File: src/rtl/spi_pkg.sv
// rtl/spi_pkg.sv - shared state, mode types and mode constants for the SPI master
package spi_pkg;

   typedef enum logic [1:0] {
      IDLE,
      SETUP,
      TRANSFER,
      HOLD
   } state_e;

   typedef struct packed {
      logic cpol;
      logic cpha;
   } spi_mode_t;

   localparam spi_mode_t MODE0 = '{cpol: 1'b0, cpha: 1'b0};
   localparam spi_mode_t MODE1 = '{cpol: 1'b0, cpha: 1'b1};
   localparam spi_mode_t MODE2 = '{cpol: 1'b1, cpha: 1'b0};
   localparam spi_mode_t MODE3 = '{cpol: 1'b1, cpha: 1'b1};

endpackage

File: src/rtl/spi_clk_div.sv
// rtl/spi_clk_div.sv - SCLK half-period divider, tick on the last count of each period
module spi_clk_div #(
   parameter int CLK_DIV = 50
) (
   input  logic clk,
   input  logic reset,
   input  logic clear,
   output logic tick
);

   localparam int CW = (CLK_DIV > 1) ? $clog2(CLK_DIV) : 1;

   logic [CW-1:0] cnt_q, cnt_d;

   assign tick = (cnt_q == CW'(CLK_DIV - 1));

   always_comb begin
      cnt_d = cnt_q + 1'b1;
      if (clear || tick) begin
         cnt_d = '0;
      end
   end

   always_ff @(posedge clk or posedge reset) begin
      if (reset) begin
         cnt_q <= '0;
      end else begin
         cnt_q <= cnt_d;
      end
   end

endmodule

File: src/rtl/spi_master_multi.sv
// rtl/spi_master_multi.sv - full-duplex SPI master with runtime mode, bit order and slave select
module spi_master_multi
   import spi_pkg::*;
#(
   parameter int DATA_W  = 8,
   parameter int NUM_SS  = 4,
   parameter int CLK_DIV = 50
) (
   input  logic                                         clk,
   input  logic                                         reset,
   input  logic                                         start,
   input  logic                                         abort,
   input  logic [DATA_W-1:0]                            tx_data,
   input  logic [((NUM_SS > 1) ? $clog2(NUM_SS) : 1)-1:0] ss_sel,
   input  logic [1:0]                                   mode,
   input  logic                                         lsb_first,
   input  logic                                         miso,
   output logic                                         tx_ready,
   output logic                                         done,
   output logic [DATA_W-1:0]                            rx_data,
   output logic                                         sclk,
   output logic                                         mosi,
   output logic [NUM_SS-1:0]                            ss_n
);

   localparam int EW = $clog2(2 * DATA_W) + 1;

   state_e            state_q, state_d;
   logic [DATA_W-1:0] tx_q, tx_d;
   spi_mode_t         mode_q, mode_d;
   logic              lsb_q, lsb_d;
   logic [EW-1:0]     edge_q, edge_d;
   logic [DATA_W-1:0] rx_sh_q, rx_sh_d;
   logic [DATA_W-1:0] rx_data_q, rx_data_d;
   logic              sclk_q, sclk_d;
   logic              mosi_q, mosi_d;
   logic [NUM_SS-1:0] ss_n_q, ss_n_d;
   logic              done_q, done_d;
   logic              tick;
   logic              div_clear;
   int                e;

   // Bit k of the word in wire order (k = 0 is the first bit on the line).
   function automatic logic order_bit(input logic [DATA_W-1:0] w, input logic lsb, input int k);
      logic [DATA_W-1:0] s;
      s = lsb ? (w >> k) : (w << k);
      return lsb ? s[0] : s[DATA_W-1];
   endfunction

   function automatic logic [DATA_W-1:0] put_bit(input logic [DATA_W-1:0] w, input logic lsb,
                                                 input int k, input logic b);
      logic [DATA_W-1:0] m;
      m = lsb ? ({{(DATA_W-1){1'b0}}, 1'b1} << k) : ({1'b1, {(DATA_W-1){1'b0}}} >> k);
      return b ? (w | m) : (w & ~m);
   endfunction

   spi_clk_div #(.CLK_DIV(CLK_DIV)) u_div (
      .clk   (clk),
      .reset (reset),
      .clear (div_clear),
      .tick  (tick)
   );

   assign div_clear = (state_q == IDLE) || (state_d != state_q);

   always_comb begin
      state_d   = state_q;
      tx_d      = tx_q;
      mode_d    = mode_q;
      lsb_d     = lsb_q;
      edge_d    = edge_q;
      rx_sh_d   = rx_sh_q;
      rx_data_d = rx_data_q;
      sclk_d    = sclk_q;
      mosi_d    = mosi_q;
      ss_n_d    = ss_n_q;
      done_d    = 1'b0;
      e         = int'(edge_q) + 1;

      case (state_q)
         IDLE: begin
            sclk_d = mode[1];
            mosi_d = 1'b0;
            ss_n_d = '1;
            if (start && !abort) begin
               state_d = SETUP;
               tx_d    = tx_data;
               mode_d  = spi_mode_t'(mode);
               lsb_d   = lsb_first;
               edge_d  = '0;
               rx_sh_d = '0;
               mosi_d  = mode[0] ? 1'b0 : order_bit(tx_data, lsb_first, 0);
               for (int i = 0; i < NUM_SS; i++) begin
                  if (int'(ss_sel) == i) begin
                     ss_n_d[i] = 1'b0;
                  end
               end
            end
         end
         SETUP: begin
            if (tick) begin
               state_d = TRANSFER;
            end
         end
         TRANSFER: begin
            if (tick) begin
               sclk_d = ~sclk_q;
               edge_d = edge_q + 1'b1;
               // e is the number of the sclk edge this tick produces; odd = leading.
               if (e[0]) begin
                  if (mode_q.cpha) begin
                     mosi_d = order_bit(tx_q, lsb_q, (e - 1) / 2);
                  end else begin
                     rx_sh_d = put_bit(rx_sh_q, lsb_q, (e - 1) / 2, miso);
                  end
               end else begin
                  if (mode_q.cpha) begin
                     rx_sh_d = put_bit(rx_sh_q, lsb_q, e / 2 - 1, miso);
                  end else if (e < 2 * DATA_W) begin
                     mosi_d = order_bit(tx_q, lsb_q, e / 2);
                  end
               end
               if (e == 2 * DATA_W) begin
                  state_d = HOLD;
               end
            end
         end
         HOLD: begin
            sclk_d = mode_q.cpol;
            if (tick) begin
               state_d   = IDLE;
               ss_n_d    = '1;
               done_d    = 1'b1;
               rx_data_d = rx_sh_q;
               mosi_d    = 1'b0;
            end
         end
         default: begin
            state_d = IDLE;
         end
      endcase

      if (abort && (state_q != IDLE)) begin
         state_d   = IDLE;
         ss_n_d    = '1;
         sclk_d    = mode_q.cpol;
         mosi_d    = 1'b0;
         done_d    = 1'b0;
         rx_data_d = rx_data_q;
      end
   end

   always_ff @(posedge clk or posedge reset) begin
      if (reset) begin
         state_q   <= IDLE;
         tx_q      <= '0;
         mode_q    <= MODE0;
         lsb_q     <= 1'b0;
         edge_q    <= '0;
         rx_sh_q   <= '0;
         rx_data_q <= '0;
         sclk_q    <= 1'b0;
         mosi_q    <= 1'b0;
         ss_n_q    <= '1;
         done_q    <= 1'b0;
      end else begin
         state_q   <= state_d;
         tx_q      <= tx_d;
         mode_q    <= mode_d;
         lsb_q     <= lsb_d;
         edge_q    <= edge_d;
         rx_sh_q   <= rx_sh_d;
         rx_data_q <= rx_data_d;
         sclk_q    <= sclk_d;
         mosi_q    <= mosi_d;
         ss_n_q    <= ss_n_d;
         done_q    <= done_d;
      end
   end

   assign tx_ready = (state_q == IDLE);
   assign done     = done_q;
   assign rx_data  = rx_data_q;
   assign sclk     = sclk_q;
   assign mosi     = mosi_q;
   assign ss_n     = ss_n_q;

endmodule

File: config.mk
export PLATFORM = sky130hd
export DESIGN_NAME = spi_master_multi
export DESIGN_NICKNAME = d
export VERILOG_FILES = /design/src/rtl/spi_pkg.sv /design/src/rtl/spi_clk_div.sv /design/src/rtl/spi_master_multi.sv
export SDC_FILE = /design/constraint.sdc
export NUM_CORES = 1
export LEC_CHECK = 0
export ABC_AREA = 1
export ABC_CLOCK_PERIOD_IN_PS = 3900
export BUFFER_PORTS_ARGS = -buffer_cell sky130_fd_sc_hd__buf_4
export CAP_MARGIN = 5
export CELL_PAD_IN_SITES_DETAIL_PLACEMENT = 0
export CELL_PAD_IN_SITES_GLOBAL_PLACEMENT = 1
export CORE_UTILIZATION = 35
export CTS_BUF_LIST = sky130_fd_sc_hd__clkbuf_16
export CTS_CLUSTER_SIZE = 30
export DETAILED_ROUTE_END_ITERATION = 10
export GPL_ROUTABILITY_DRIVEN = 0
export GPL_TIMING_DRIVEN = 0
export PLACE_DENSITY = 0.78
export SLEW_MARGIN = 20
export SYNTH_ARGS = -nofsm -noshare
export SYNTH_HDL_FRONTEND = slang
export SYNTH_SLANG_ARGS = --single-unit
File: constraint.sdc
create_clock -name clk -period 3.9 [get_ports clk]
set_clock_uncertainty 0.1 [all_clocks]
set_input_delay 0.195 -clock clk [delete_from_list [all_inputs] [get_ports clk]]
set_output_delay 0.195 -clock clk [all_outputs]
set_load 0.03 [all_outputs]
* Word-level counts from Yosys, hierarchy flattened
Cells that the tools add are included.
** Word-level totals
- Register bits after elaboration :: 47
- Input bits :: 18
- Output and inout port bits :: 16
- Logic and storage cells :: 125
** Cells by class
- $add $sub $neg :: 7
- Magnitude comparators :: 1
- Equal/unequal tests :: 18
- Shift-type cells :: 8
- Muxes and demuxes :: 50
- Bitwise operators :: 10
- Reduce and logical (&&, ||, !) cells :: 18
** Operators by type and width (number)
- 8-bit two-way mux :: 11
- 32-bit by 1-bit adder with 32-bit output :: 2
- 1-bit by 32-bit << shifter with 8-bit output, first input constant :: 2
- 8-bit by 32-bit << shifter with 8-bit output :: 2
- 8-bit by 32-bit >> shifter with 8-bit output :: 2
- 8-bit by 32-bit >> shifter with 8-bit output, first input constant :: 2
- 32-bit by 2-bit subtractor with 32-bit output, second input constant :: 1
- 1-bit two-way mux :: 21
- 8-bit bitwise AND :: 2
- 8-bit NOT :: 2
- 8-bit bitwise OR :: 2
- 8-bit case mux with 2 select lines :: 1
- 2-bit two-way mux :: 6
- 4-bit two-way mux :: 3
- 4-bit inequality test, second input constant :: 3
- 5-bit two-way mux :: 2
- 5-bit case mux with 2 select lines :: 1
- 2-bit == test, second input constant :: 4
- 2-bit case mux with 4 select lines :: 1
- 4-bit case mux with 2 select lines :: 1
- 6-bit by 1-bit subtractor with 7-bit output, second input constant :: 1
- 5-bit by 1-bit adder with 6-bit output, second input constant :: 1
- 6-bit by 1-bit adder with 6-bit output, second input constant :: 1
- 6-bit by 5-bit == test with 1-bit output, second input constant :: 1
- other kinds (24) :: 37

* Depth between registers and ports, before layout
- Depth in word-level cells :: 13
- Gate-level depth with buffers :: 32
- Mapped depth without buffers :: 31

* Hierarchy
Synthesis repeated with hierarchy kept, for this count alone.
** Second synthesis, totals
- Cells, all modules :: 540
- Area total of the unflattened synthesis :: 3684.8 um2
** By module, submodules not included
- spi_master_multi :: times used 1, cells an instance 507, area an instance 3368.2 um2, seq. area each 1031.0 um2
- spi_clk_div :: times used 1, cells an instance 33, area an instance 316.6 um2, seq. area each 150.1 um2

* Least setup slack after synthesis
Ideal clock, no wire load.
- Kind :: reg2reg
- Start :: register edge_q[0]
- End :: register rx_sh_q[5]
- Library setup time :: 0.117 ns
- Arrival time :: 3.471 ns
- Data required time :: 3.683 ns
- Path slack :: 0.213 ns
- Cell stages (with the launch flop) :: 26
- Path buffers :: 1
- Period minus slack after synthesis :: 3.687 ns
- Cell sequence :: dfrtp_1 ha_1 clkbuf_1 clkinv_1 ha_1 a21oi_1 nand4_1 nand2_1 nand2_1 ha_1 nor4_1 nand2_1 nor2_1 nand2_1 nor2_4 nand2_2 nor2_1 inv_1 nor2_1 nand2_1 o21ai_1 nand2_1 nand3_1 o21ai_1 nand2_1 nand2_1
** On the way
- Cells in the longest elaborated chain, start to end :: 13
- Elaborated cells on any way between the ends :: 29
- Those cells by class :: 5 x add/sub; 2 x eq/ne; 4 x shift; 9 x mux; 8 x bitwise; 1 x reduce/logical
** RTL lines
- from (decl) :: line spi_master_multi.sv:32 : logic [EW-1:0] edge_q, edge_d;
- from (signal assigned) :: line spi_master_multi.sv:171 : edge_q <= edge_d;
- 5-bit by 1-bit adder with 6-bit output (*) :: line spi_master_multi.sv:78 : e = int'(edge_q) + 1;
- 1-bit bitwise AND (no source line) / 6-bit by 1-bit subtractor with 7-bit output (equally long branches)
- 32-bit by 1-bit adder with 32-bit output (no source line) / 1-bit bitwise AND (equally long branches)
- 32-bit by 2-bit subtractor with 32-bit output / 32-bit by 1-bit adder with 32-bit output (equally long branches)
- 8-bit by 32-bit >> shifter with 8-bit output / 1-bit by 32-bit << shifter with 8-bit output (equally long branches) :: line spi_master_multi.sv:53 : m = lsb ? ({{(DATA_W-1){1'b0}}, 1'b1} << k) : ({1'b1, {(DATA_W-1){1'b0}}} >> k);
- 8-bit two-way mux :: line spi_master_multi.sv:53
- 8-bit NOT :: line spi_master_multi.sv:54 : return b ? (w | m) : (w & ~m);
- 8-bit bitwise AND :: line spi_master_multi.sv:54
- 8-bit two-way mux :: line spi_master_multi.sv:54
- 8-bit two-way mux, on equally long branches :: line spi_master_multi.sv:117, spi_master_multi.sv:111
- 8-bit two-way mux :: line spi_master_multi.sv:110 : if (e[0]) begin
- 8-bit two-way mux :: line spi_master_multi.sv:106 : if (tick) begin
- 8-bit case mux with 2 select lines :: line spi_master_multi.sv:80 : case (state_q)
- to (signal assigned) :: line spi_master_multi.sv:172 : rx_sh_q <= rx_sh_d;
- to (decl) :: line spi_master_multi.sv:33 : logic [DATA_W-1:0] rx_sh_q, rx_sh_d;
Every way passes the cells marked *; elsewhere a longest branch is shown, timed or not. The select of a mux whose other input is x is not followed.
A chain may end at the register's enable or synchronous reset.

* Worst setup path in the final report
- Start :: register edge_q[1]
- End :: register mosi_q, in the netlist mosi
** On the way
- Cells in the longest elaborated chain, start to end :: 12
- Elaborated cells on any way between the ends :: 23
- Those cells by class :: 4 x add/sub; 1 x order compare; 1 x eq/ne; 4 x shift; 11 x mux; 1 x bitwise; 1 x reduce/logical
** RTL lines
- 5-bit by 1-bit adder with 6-bit output (*) :: line spi_master_multi.sv:78
- 6-bit by 1-bit subtractor with 7-bit output :: line spi_master_multi.sv:112 : mosi_d = order_bit(tx_q, lsb_q, (e - 1) / 2);
- 1-bit bitwise AND (no source line)
- 32-bit by 1-bit adder with 32-bit output (no source line)
- 8-bit by 32-bit << shifter with 8-bit output / 8-bit by 32-bit >> shifter with 8-bit output (equally long branches) :: line spi_master_multi.sv:46 : s = lsb ? (w >> k) : (w << k);
- 8-bit two-way mux :: line spi_master_multi.sv:46
- 1-bit two-way mux :: line spi_master_multi.sv:47 : return lsb ? s[0] : s[DATA_W-1];
- 1-bit two-way mux :: line spi_master_multi.sv:111 : if (mode_q.cpha) begin
- 1-bit two-way mux :: line spi_master_multi.sv:110
- 1-bit two-way mux :: line spi_master_multi.sv:106
- 1-bit case mux with 3 select lines :: line spi_master_multi.sv:80
- 1-bit two-way mux :: line spi_master_multi.sv:143 : if (abort && (state_q != IDLE)) begin
- to (signal assigned) :: line spi_master_multi.sv:175 : mosi_q <= mosi_d;
- to (decl) :: line spi_master_multi.sv:36 : logic mosi_q, mosi_d;
Marks and branches as above.

==> results.yml <==
cells_and_area:
  syn2layout_area_growth_pct: 26.57
  fillCellCount: 989
  drive_gt1_share_pct: 20.67
  fin_util_pct: 45.92
  num-nets-final: 632
  num_antenna_cells: 0
clock_tree:
  cts_num_sinks: 47
  cts_buffers: 5
  insertion_delay_ns: 0.30
  cts_max_level: 2
  clk_pin_slew_worst_paths_ns: 0.07
  cts_tree: "done"
  cts-root-buf: "clkbuf_16"
  clk_path_buf_depth: 2
synth:
  synth_top_area_share_pct: 30.35
  avgSynthCellArea_um2: 6.603
  synth_area_leader_cell: "dfrtp_1"
  seq_area_frac_synth_pct: 33.31
  ys_warn_count: 0
  synth_cell_types: 37
  synth-seq-cells: 47
  synth_common_cells: "nand2_1, nor2_1, inv_1"
  synth.area.top_cells: "dfrtp_1, nand2_1, nor2_1, inv_1, nand3_1"
  ys.flop_type: "dfrtp_1"
  netlist_area_um2: 3546
  syn_inst: 537
  synth_edf_count: 0
  synthMostInstantiatedCell: "nand2_1"
  async_reset_ff_share_pct: 100.0
critical_path:
  crit_type: "flip-flop to flip-flop"
  critPathRequiredTime_ns: 4.04
  cpPeakStageDelay_ns: 0.45
  start_kind: "flip-flop"
  timing.rr.end: "mosi$_DFFE_PP0P_"
  worstPathMaxFanout: 6
  cp-startpoint: "edge_q[1]$_DFFE_PP0P_"
  r2r-start: "edge_q[1]$_DFFE_PP0P_"
  slowest_stage: "dfrtp_2"
  cp_data_arrival_time_ns: 3.93
  crit_top_cell: "nand2_1"
  rrSetupSlack_ns: 0.11
  cp-endpoint: "mosi$_DFFE_PP0P_"
  endpoint_kind: "flip-flop"
  reg2reg_depth: 32
sta:
  final-setup-viol-count: 0
  worstMarginPinSlew_ns: 0.6536
  min_period_over_period_pct: 97.08
  min_period_ns: 3.786
  hold_viol_final: 0
  report.final.slew_viol_count: 0
  rsz0062_at_grt: "true"
  relSlewSlack_pct: 56.13
  timing.fmax_mhz: 264.1
run_status:
  status: "complete, no violations"
die:
  dieArea_um2: 10540
  num_rows: 36
  core_area_um2: 9774
  die_height_um: 102.7
  initial_core_util_pct: 36.28
  num_io_pins: 34
  die_x_um: 102.7
pwr:
  total_power_uw: 1194
  ir_drop_v: 0.0001697
  p_leak_uw: 0.002099
  power_density_nw_per_um2: 266.0
global_route:
  grt_max_degree: 25
  grt_remaining_overflow: 0
  grt_usage_pct: 19.41
  grt_pass1_vias: 3315
  grt_pass1_wl_um: 15850
  antenna_found_initial: 0
detailed_routing:
  drtIter0Drc: 198
  final_antenna_net_count: 0
  dr_total_vias: 3588
  wl_um: 9586
  drcViolationCount: 0
  dr.pass1.iters: 6
  vias_per_cell: 4.895
  wire_per_inst_um: 13.08
worst_hold_path:
  min_path_type: "input port to flip-flop"
placement:
  io_buffer_count: 33
  detailedPlacementHpwl_um: 7057
run:
  cap_violations: 0
-- cells in the final DEF (no fill, tap or decap), types with 3 or more instances in the layout --
cell,count
a21oi_1,17
buf_4,48
buf_6,5
clkbuf_1,9
clkbuf_16,5
conb_1,5
dfrtp_1,40
dfrtp_2,3
dfstp_2,4
ha_1,12
inv_1,53
inv_2,6
inv_6,4
mux2_2,4
nand2_1,141
nand2_2,9
nand2_4,4
nand3_1,34
nand3_2,5
nand3b_1,4
nand4_1,13
nor2_1,72
nor2_2,5
nor2_4,5
nor3_1,3
nor4_1,3
o211ai_1,4
o21a_1,6
o21ai_0,27
o21ai_1,9
o21ai_2,5
xnor2_1,3
xor2_1,8
-- power by group --
| group | leakage (uW) | switching, uW | internal (uW) | total [uW] |
|---|---|---|---|---|
| registers | 0.000591 | 27.3 | 517 | 545 |
| logic | 0.00144 | 126 | 70.8 | 197 |
| clock network | 0.0000708 | 209 | 243 | 452 |
-- layer usage --
metal	global-route usage (%)	vias up	wire length, um
met5	0	-	0
met1	26.74	1648	4625
met4	5.055	0	122
met2	31.49	65	4423
li1	-	1860	-
met3	3.254	15	415
-- layout make-up --
type,instances,area [um^2],share of cell area [%]
Clock inverter,3,25.02,0.5576
Multi-Input combinational cell,415,2243,49.99
Timing Repair Buffer,52,416.7,9.284
Clock buffer,5,125.1,2.788
Inverter,62,245.2,5.464
Sequential cell,47,1185,26.40
Tap cell,133,166.4,3.708
Buffer,16,81.33,1.812
-- metrics by stage --
step | instances | TNS (ns) | hold slack, ns | area, um^2 | setup slack (ns)
floorplan | 541 | 0 | 0.2456 | 3561 | 0.2128
global placement | 707 | -3.751 | 0.3295 | 3975 | -0.4823
detailed placement | 708 | -4.029 | 0.1890 | 3995 | -0.5232
CTS | 719 | 0 | 0.03029 | 4260 | 0.03859
global route | 733 | -1.969 | 0.03459 | 4488 | -0.2602
finish | 733 | 0 | 0.03159 | 4488 | 0.1137
-- timing repair --
item | CTS | global route
gates cloned | 1 | 0
buffers inserted | 2 | 14
endpoints found under the setup margin | 9 | 9
hold buffers | 1 | 0
pin swaps | 3 | 23
hold endpoints to repair | 23 | 0
resized for setup | 28 | 37
-- worst min-delay path by stage --
| stage | slack, ns | depth (start not counted) | endpoint | from |
|---|---|---|---|---|
| floorplan | 0.25 | 1 | tx_q[2]$_DFFE_PP0P_ | tx_data[2] |
| global placement | 0.33 | 2 | tx_q[2]$_DFFE_PP0P_ | tx_data[2] |
| detailed placement | 0.19 | 2 | rx_data[4]$_DFFE_PP0P_ | reset |
| CTS | 0.03 | 2 | tx_q[6]$_DFFE_PP0P_ | tx_data[6] |
| global route | 0.03 | 2 | tx_q[2]$_DFFE_PP0P_ | tx_data[2] |
| finish | 0.03 | 2 | tx_q[2]$_DFFE_PP0P_ | tx_data[2] |
-- cell families after synthesis --
logic type / after synthesis / share of synthesized area (%)
DFF: 47 / 33.31
other: 1 / 0.1058
buffers and inverters: 79 / 8.645
adders and majority gates: 15 / 5.293
muxes: 4 / 1.270
xor gates and xnor gates: 11 / 2.717
AOI/OAI and AO/OA: 77 / 12.42
and+or+nand+nor: 303 / 36.24
-- worst max-delay path: cells and delay by family, from the launching register on --
family / cells / cell delay [ns]
buf+inv: 4 / 0.39
fa+ha+maj: 2 / 0.48
simple gates: 26 / 2.30
flops: 1 / 0.45
-- flip-flops by register name, indices dropped and copies added, names as in the netlist --
register / flops
done: 1
sclk: 1
mosi: 1
mode_q: 2
u_div.cnt_q: 6
tx_q: 8
edge_q: 5
ss_n: 4
rx_data: 8
state_q: 2
rx_sh_q: 8
lsb_q: 1
Power figures use the tool's default switching activity.
